File: config.mk
export PLATFORM = sky130hd
export DESIGN_NAME = multi_issue_scheduler
export DESIGN_NICKNAME = d
export VERILOG_FILES = /design/src/rtl/multi_issue_scheduler.sv
export SDC_FILE = /design/constraint.sdc
export NUM_CORES = 1
export LEC_CHECK = 0
export ABC_AREA = 1
export CORE_MARGIN = 5
export CORE_UTILIZATION = 30
export DETAILED_ROUTE_END_ITERATION = 6
export PLACE_DENSITY = 0.53
export SLEW_MARGIN = 5
export SYNTH_ARGS = -nofsm -noshare
export SYNTH_HDL_FRONTEND = slang
export SYNTH_SLANG_ARGS = --single-unit
File: constraint.sdc
create_clock -name clk -period 4.55 [get_ports clk]
set_clock_uncertainty 0.05 [all_clocks]
set_input_delay 0.455 -clock clk [delete_from_list [all_inputs] [get_ports clk]]
set_output_delay 0.455 -clock clk [all_outputs]
set_load 0.02 [all_outputs]
File: src/rtl/multi_issue_scheduler.sv
// In-order multi-issue scheduler with an integrated register scoreboard.
// Optional macro SCHED_RETIRE_BYPASS_EN: same-cycle retires unblock dependent issue.
module multi_issue_scheduler #(
    parameter int ISSUE_W  = 2,
    parameter int RETIRE_W = 2,
    parameter int NUM_ALU  = 2,
    parameter int FU_W     = $clog2(NUM_ALU + 1),
    parameter int CNT_W    = $clog2(ISSUE_W + 1)
) (
    input  logic                      clk,
    input  logic                      rst,
    input  logic [ISSUE_W*64-1:0]     fifo_data_i,
    input  logic [ISSUE_W-1:0]        fifo_valid_i,
    output logic [CNT_W-1:0]          deq_count_o,
    input  logic [NUM_ALU-1:0]        alu_ready_i,
    input  logic                      mem_ready_i,
    input  logic [RETIRE_W-1:0]       retire_valid_i,
    input  logic [RETIRE_W*5-1:0]     retire_rd_i,
    input  logic                      flush_i,
    output logic [ISSUE_W*64-1:0]     issue_instr_o,
    output logic [ISSUE_W-1:0]        issue_valid_o,
    output logic [ISSUE_W*FU_W-1:0]   issue_fu_o,
    output logic [31:0]               sb_busy_o,
    output logic [15:0]               stall_count_o
);

    logic [31:0]             r_busy;
    logic [ISSUE_W-1:0]      r_valid;
    logic [ISSUE_W*64-1:0]   r_instr;
    logic [ISSUE_W*FU_W-1:0] r_fu;
    logic [15:0]             r_stall;

    logic [31:0]             w_retire_mask;
    logic [31:0]             w_busy_view;
    logic [31:0]             w_set_mask;
    logic [ISSUE_W-1:0]      w_issue;
    logic [ISSUE_W*FU_W-1:0] w_fu;
    logic [CNT_W-1:0]        w_cnt;
    logic                    w_stall;

    function automatic logic f_is_mem(input logic [6:0] op);
        return (op == 7'b0000011) || (op == 7'b0100011);
    endfunction

    function automatic logic f_writes(input logic [31:0] ins);
        logic w_hit;
        case (ins[6:0])
            7'b0110011, 7'b0000011, 7'b0010011, 7'b0110111,
            7'b0010111, 7'b1101111, 7'b1100111: w_hit = 1'b1;
            default:                            w_hit = 1'b0;
        endcase
        return w_hit && (ins[11:7] != 5'd0);
    endfunction

    function automatic logic f_uses_rs1(input logic [6:0] op);
        return !((op == 7'b0110111) || (op == 7'b0010111) ||
                 (op == 7'b1101111));
    endfunction

    function automatic logic f_uses_rs2(input logic [6:0] op);
        return (op == 7'b0110011) || (op == 7'b0100011) ||
               (op == 7'b1100011);
    endfunction

    always_comb begin
        w_retire_mask = '0;
        for (int p = 0; p < RETIRE_W; p++) begin
            if (retire_valid_i[p]) begin
                w_retire_mask[retire_rd_i[p*5 +: 5]] = 1'b1;
            end
        end
    end

`ifdef SCHED_RETIRE_BYPASS_EN
    assign w_busy_view = r_busy & ~w_retire_mask;
`else
    assign w_busy_view = r_busy;
`endif

    // Walk the head window oldest first; the first refused lane ends the bundle.
    always_comb begin
        logic                w_blocked;
        logic                w_ok;
        logic                w_mem;
        logic                w_wr;
        logic                w_mem_free;
        logic [NUM_ALU-1:0]  w_alu_free;
        logic [NUM_ALU-1:0]  w_grant;
        logic [31:0]         w_ins;
        logic [4:0]          w_rd;
        logic [4:0]          w_rs1;
        logic [4:0]          w_rs2;
        logic [FU_W-1:0]     w_unit;
        w_blocked  = rst | flush_i;
        w_mem_free = mem_ready_i;
        w_alu_free = alu_ready_i;
        w_set_mask = '0;
        w_issue    = '0;
        w_fu       = '0;
        w_cnt      = '0;
        for (int k = 0; k < ISSUE_W; k++) begin
            w_ins  = fifo_data_i[k*64 +: 32];
            w_rd   = w_ins[11:7];
            w_rs1  = w_ins[19:15];
            w_rs2  = w_ins[24:20];
            w_mem  = f_is_mem(w_ins[6:0]);
            w_wr   = f_writes(w_ins);
            w_ok   = fifo_valid_i[k] & ~w_blocked;
            w_unit = '0;
            w_grant = w_alu_free & (~w_alu_free + NUM_ALU'(1));
            if (f_uses_rs1(w_ins[6:0]) && (w_rs1 != 5'd0) &&
                (w_busy_view[w_rs1] || w_set_mask[w_rs1])) begin
                w_ok = 1'b0;
            end
            if (f_uses_rs2(w_ins[6:0]) && (w_rs2 != 5'd0) &&
                (w_busy_view[w_rs2] || w_set_mask[w_rs2])) begin
                w_ok = 1'b0;
            end
            if (w_wr && (w_busy_view[w_rd] || w_set_mask[w_rd])) begin
                w_ok = 1'b0;
            end
            if (w_mem) begin
                w_unit = FU_W'(NUM_ALU);
                if (!w_mem_free) begin
                    w_ok = 1'b0;
                end
            end else begin
                for (int u = 0; u < NUM_ALU; u++) begin
                    if (w_grant[u]) begin
                        w_unit = FU_W'(u);
                    end
                end
                if (w_grant == '0) begin
                    w_ok = 1'b0;
                end
            end
            if (w_ok) begin
                w_issue[k]              = 1'b1;
                w_fu[k*FU_W +: FU_W]    = w_unit;
                w_cnt                   = w_cnt + CNT_W'(1);
                if (w_mem) begin
                    w_mem_free = 1'b0;
                end else begin
                    w_alu_free = w_alu_free & ~w_grant;
                end
                if (w_wr) begin
                    w_set_mask[w_rd] = 1'b1;
                end
            end else begin
                w_blocked = 1'b1;
            end
        end
    end

    assign w_stall = fifo_valid_i[0] & (w_cnt == '0) & ~flush_i;

    always_ff @(posedge clk) begin
        if (rst) begin
            r_busy  <= '0;
            r_valid <= '0;
            r_instr <= '0;
            r_fu    <= '0;
            r_stall <= '0;
        end else begin
            if (flush_i) begin
                r_valid <= '0;
                r_busy  <= '0;
            end else begin
                r_valid <= w_issue;
                for (int k = 0; k < ISSUE_W; k++) begin
                    if (w_issue[k]) begin
                        r_instr[k*64 +: 64]  <= fifo_data_i[k*64 +: 64];
                        r_fu[k*FU_W +: FU_W] <= w_fu[k*FU_W +: FU_W];
                    end
                end
                // A register both retiring and re-issued stays busy.
                r_busy <= ((r_busy & ~w_retire_mask) | w_set_mask) &
                          ~32'h1;
            end
            if (w_stall && (r_stall != 16'hFFFF)) begin
                r_stall <= r_stall + 16'd1;
            end
        end
    end

    assign deq_count_o   = w_cnt;
    assign issue_instr_o = r_instr;
    assign issue_valid_o = r_valid;
    assign issue_fu_o    = r_fu;
    assign sb_busy_o     = r_busy;
    assign stall_count_o = r_stall;

endmodule

==> flow_summary.ini <==
[run_status]
status = finished, final reports clean

[place]
dp_hpwl_mm = 47.13
port_buffers = 330
placed_cell_area_um2 = 16230
place_congestion = 1.025
pre_cts_ws_ns = -0.3307

[clock_network]
cts_tree = yes
clk_pin_slew_worst_paths_ns = 0.07
post-cts-setup-buffers = 0
cts_buffer_depth = 2
clock_latency_ns = 0.46
cts_hold_buffers = 0
cts_max_level = 4
cts_made_buffers = 17
numClockSinks = 181
clockRootBuffer = clkbuf_16

[detailed_routing]
drc = 0
avgRoutedWirePerCell_um = 21.48
num_vias = 14490
viasPerCell = 5.168
drtPass1Iterations = 5
wirelength_mm = 60.21
drtIter0Drc = 1220
detail-route-antenna-nets = 0

[synthesis]
synth_seq_cells = 181
synth_cell_type_count = 46
syn_inst = 1859
synth_warnings = 0
syn_avg_cell_area_um2 = 5.999
synthFlopType = dfxtp_1
ys_seq_area_share_pct = 32.49
synth-edff-count = 0
synthArstFlopShare_pct = 0
syn_nets = 2010
synth_area_um2 = 11150

[global_routing]
grt_max_degree = 103
grt-ovfl-total = 0
grt_usage_pct = 28.06
grt_first_pass_wirelength_mm = 88.30
grt_pass1_vias = 13560
antenna_found_initial = 2

[layout]
final_common_cell = nand2_1
layout-drive-gt1-share_pct = 11.86
nets = 2475
n_antenna_cell = 0
postLayoutCoreUtil_pct = 45.87
final_area_um2 = 16830
area_growth_pct = 50.96
final_cell_mix = nand2_1 (346), nor2_1 (344), clkdlybuf4s50_1 (322), inv_1 (220), nand3_1 (212)

[floorplan]
fp.dieArea_um2 = 41130
pin_count = 332
std_cell_rows = 70
die_y_um = 202.8
die_x_um = 202.8
core-area_um2 = 36700
start_util_pct = 30.39

[critical_path]
crit_path_frequent_cell = nand2_1
critPathMaxStageDelay_ns = 0.64
arrival_ns = 3.78
cp_num_buf_inv = 4
critPathMaxFanout = 12
slowest_stage = dfxtp_1
critPathTopFamily = simple AND/OR/NAND/NOR gates
startpoint_type = flip-flop
endpoint_kind = output port
crit_required_ns = 4.05
critical_path_class = flip-flop to output port
path_cells = inv_1 > nand2_1 > nand2_1 > nand2_1 > nand2_1 > nand2_1 > nand2_1 > nor2_1 > nand3_2 > nand2_1 > nor2_2 > buf_4 > nand3_1 > nand2_1 > nand3_1 > nand3_1 > nand3_1 > nand3_1 > nand2_1 > buf_4 > nand3_1 > nor2_4 > ha_1 > buf_2

[power]
p_per_area_nw_per_um2 = 227.3
p_leak_uw = 0.006999
peakVddDrop_uv = 260.8

[timing]
slew_headroom_pct = 27.46
drv_slew = 0
period_share_pct = 94.13
tns_ns = 0
setup_slack_ns = 0.2673
rsz0062_at_grt = true
hold_violations = 0
fmax_ghz = 0.2335
setup_viol = 0
min_period_ns = 4.283
worstMarginPinSlew_ns = 1.080

[flow_run]
max_cap_violations = 0

[hold_path]
hold_path.class = input pin to flip-flop
-- logic make-up (layout without fill, tap and decap cells) --
group | after synthesis | after routing | synth area share (%)
DFF | 181 | 181 | 32.49
buffers and inverters | 330 | 806 | 11.80
other | 1 | 1 | 0.03363
AOI/OAI and AO/OA | 333 | 333 | 16.87
adders and majority gates | 3 | 3 | 0.3366
xor gates and xnor gates | 1 | 1 | 0.07855
and+or+nand+nor | 1010 | 1010 | 38.38
-- final timing paths --
| path | startpoint | endpoint | slack, ns | depth (start not counted) |
|---|---|---|---|---|
| worst max register to register | sb_busy_o[10] | stall_count_o[15] | 0.39 | 32 |
| worst max-delay path | sb_busy_o[25] | deq_count_o[1] | 0.27 | 24 |
| worst min register to register | issue_instr_o[87] | issue_instr_o[87] | 0.43 | 2 |
| worst min-delay path | fifo_data_i[21] | issue_instr_o[21] | 0.42 | 3 |
-- registers in the layout, indices dropped and copies added (netlist names) --
| name | cells |
|---|---|
| issue_fu_o | 4 |
| issue_instr_o | 128 |
| issue_valid_o | 2 |
| sb_busy_o | 31 |
| stall_count_o | 16 |
-- synthesized netlist by cell type (all sizes together), types with 3 or more instances --
| library cell | number | area [µm²] |
|---|---|---|
| nor3 | 60 | 320.3 |
| ha | 3 | 37.54 |
| o22ai | 11 | 68.82 |
| o21ai | 150 | 750.7 |
| clkinv | 8 | 30.03 |
| dfxtp | 181 | 3623 |
| nand2 | 349 | 1315 |
| a21oi | 111 | 555.5 |
| clkbuf | 50 | 187.7 |
| nor4 | 3 | 18.77 |
| nand4 | 23 | 143.9 |
| nand3 | 214 | 1081 |
| nor2 | 355 | 1360 |
| a221o | 3 | 30.03 |
| buf | 40 | 227.7 |
| a221oi | 8 | 70.07 |
| o221ai | 10 | 87.58 |
| o211ai | 23 | 172.7 |
| inv | 232 | 870.8 |
-- layer usage --
layer | vias to the layer above | track usage, % | wire length, µm
met3 | 127 | 6.756 | 5200
li1 | 6985 | - | -
met4 | 2 | 10.60 | 2469
met1 | 6697 | 38.33 | 26640
met5 | - | 0 | 12
met2 | 676 | 42.97 | 25890
-- worst min-delay path: cells and delay by family --
| family | cells | cell delay [ns] |
|---|---|---|
| AO/OA/AOI/OAI | 1 | 0.08 |
| buffers and inverters | 2 | 0.34 |
-- power by group --
part	internal (µW)	switching, µW	total, µW
clock network	759	695	1450
logic	328	413	741
registers	1610	17.1	1630
-- timing repair --
action | in CTS | in global routing
resized for setup | 4 | 22
setup endpoints to repair | 1 | 12
pin swaps | 0 | 1
endpoints found under the hold margin | 0 | 0
-- cell type report --
class / count / area (µm²)
fill: 3985 / 19860
multi-input combinational: 1348 / 6245
timing repair buffer: 536 / 4915
sequential: 181 / 3625
inverter: 240 / 915.9
tap: 468 / 585.6
clock buffer: 22 / 484.2
clock inverter: 8 / 65.06
-- per-stage QoR --
step | hold WS [ns] | cells | total power, µW
finish | 0.4229 | 2803 | 3827
global route | 0.4279 | 2803 | 3998
CTS | 0.4364 | 2803 | 3857
detailed placement | 0.4206 | 2773 | 2399
global placement | 0.4114 | 2773 | 2398
floorplan | 0.4940 | 1859 | 2011
Note: power is estimated with default switching activity, not from simulation.
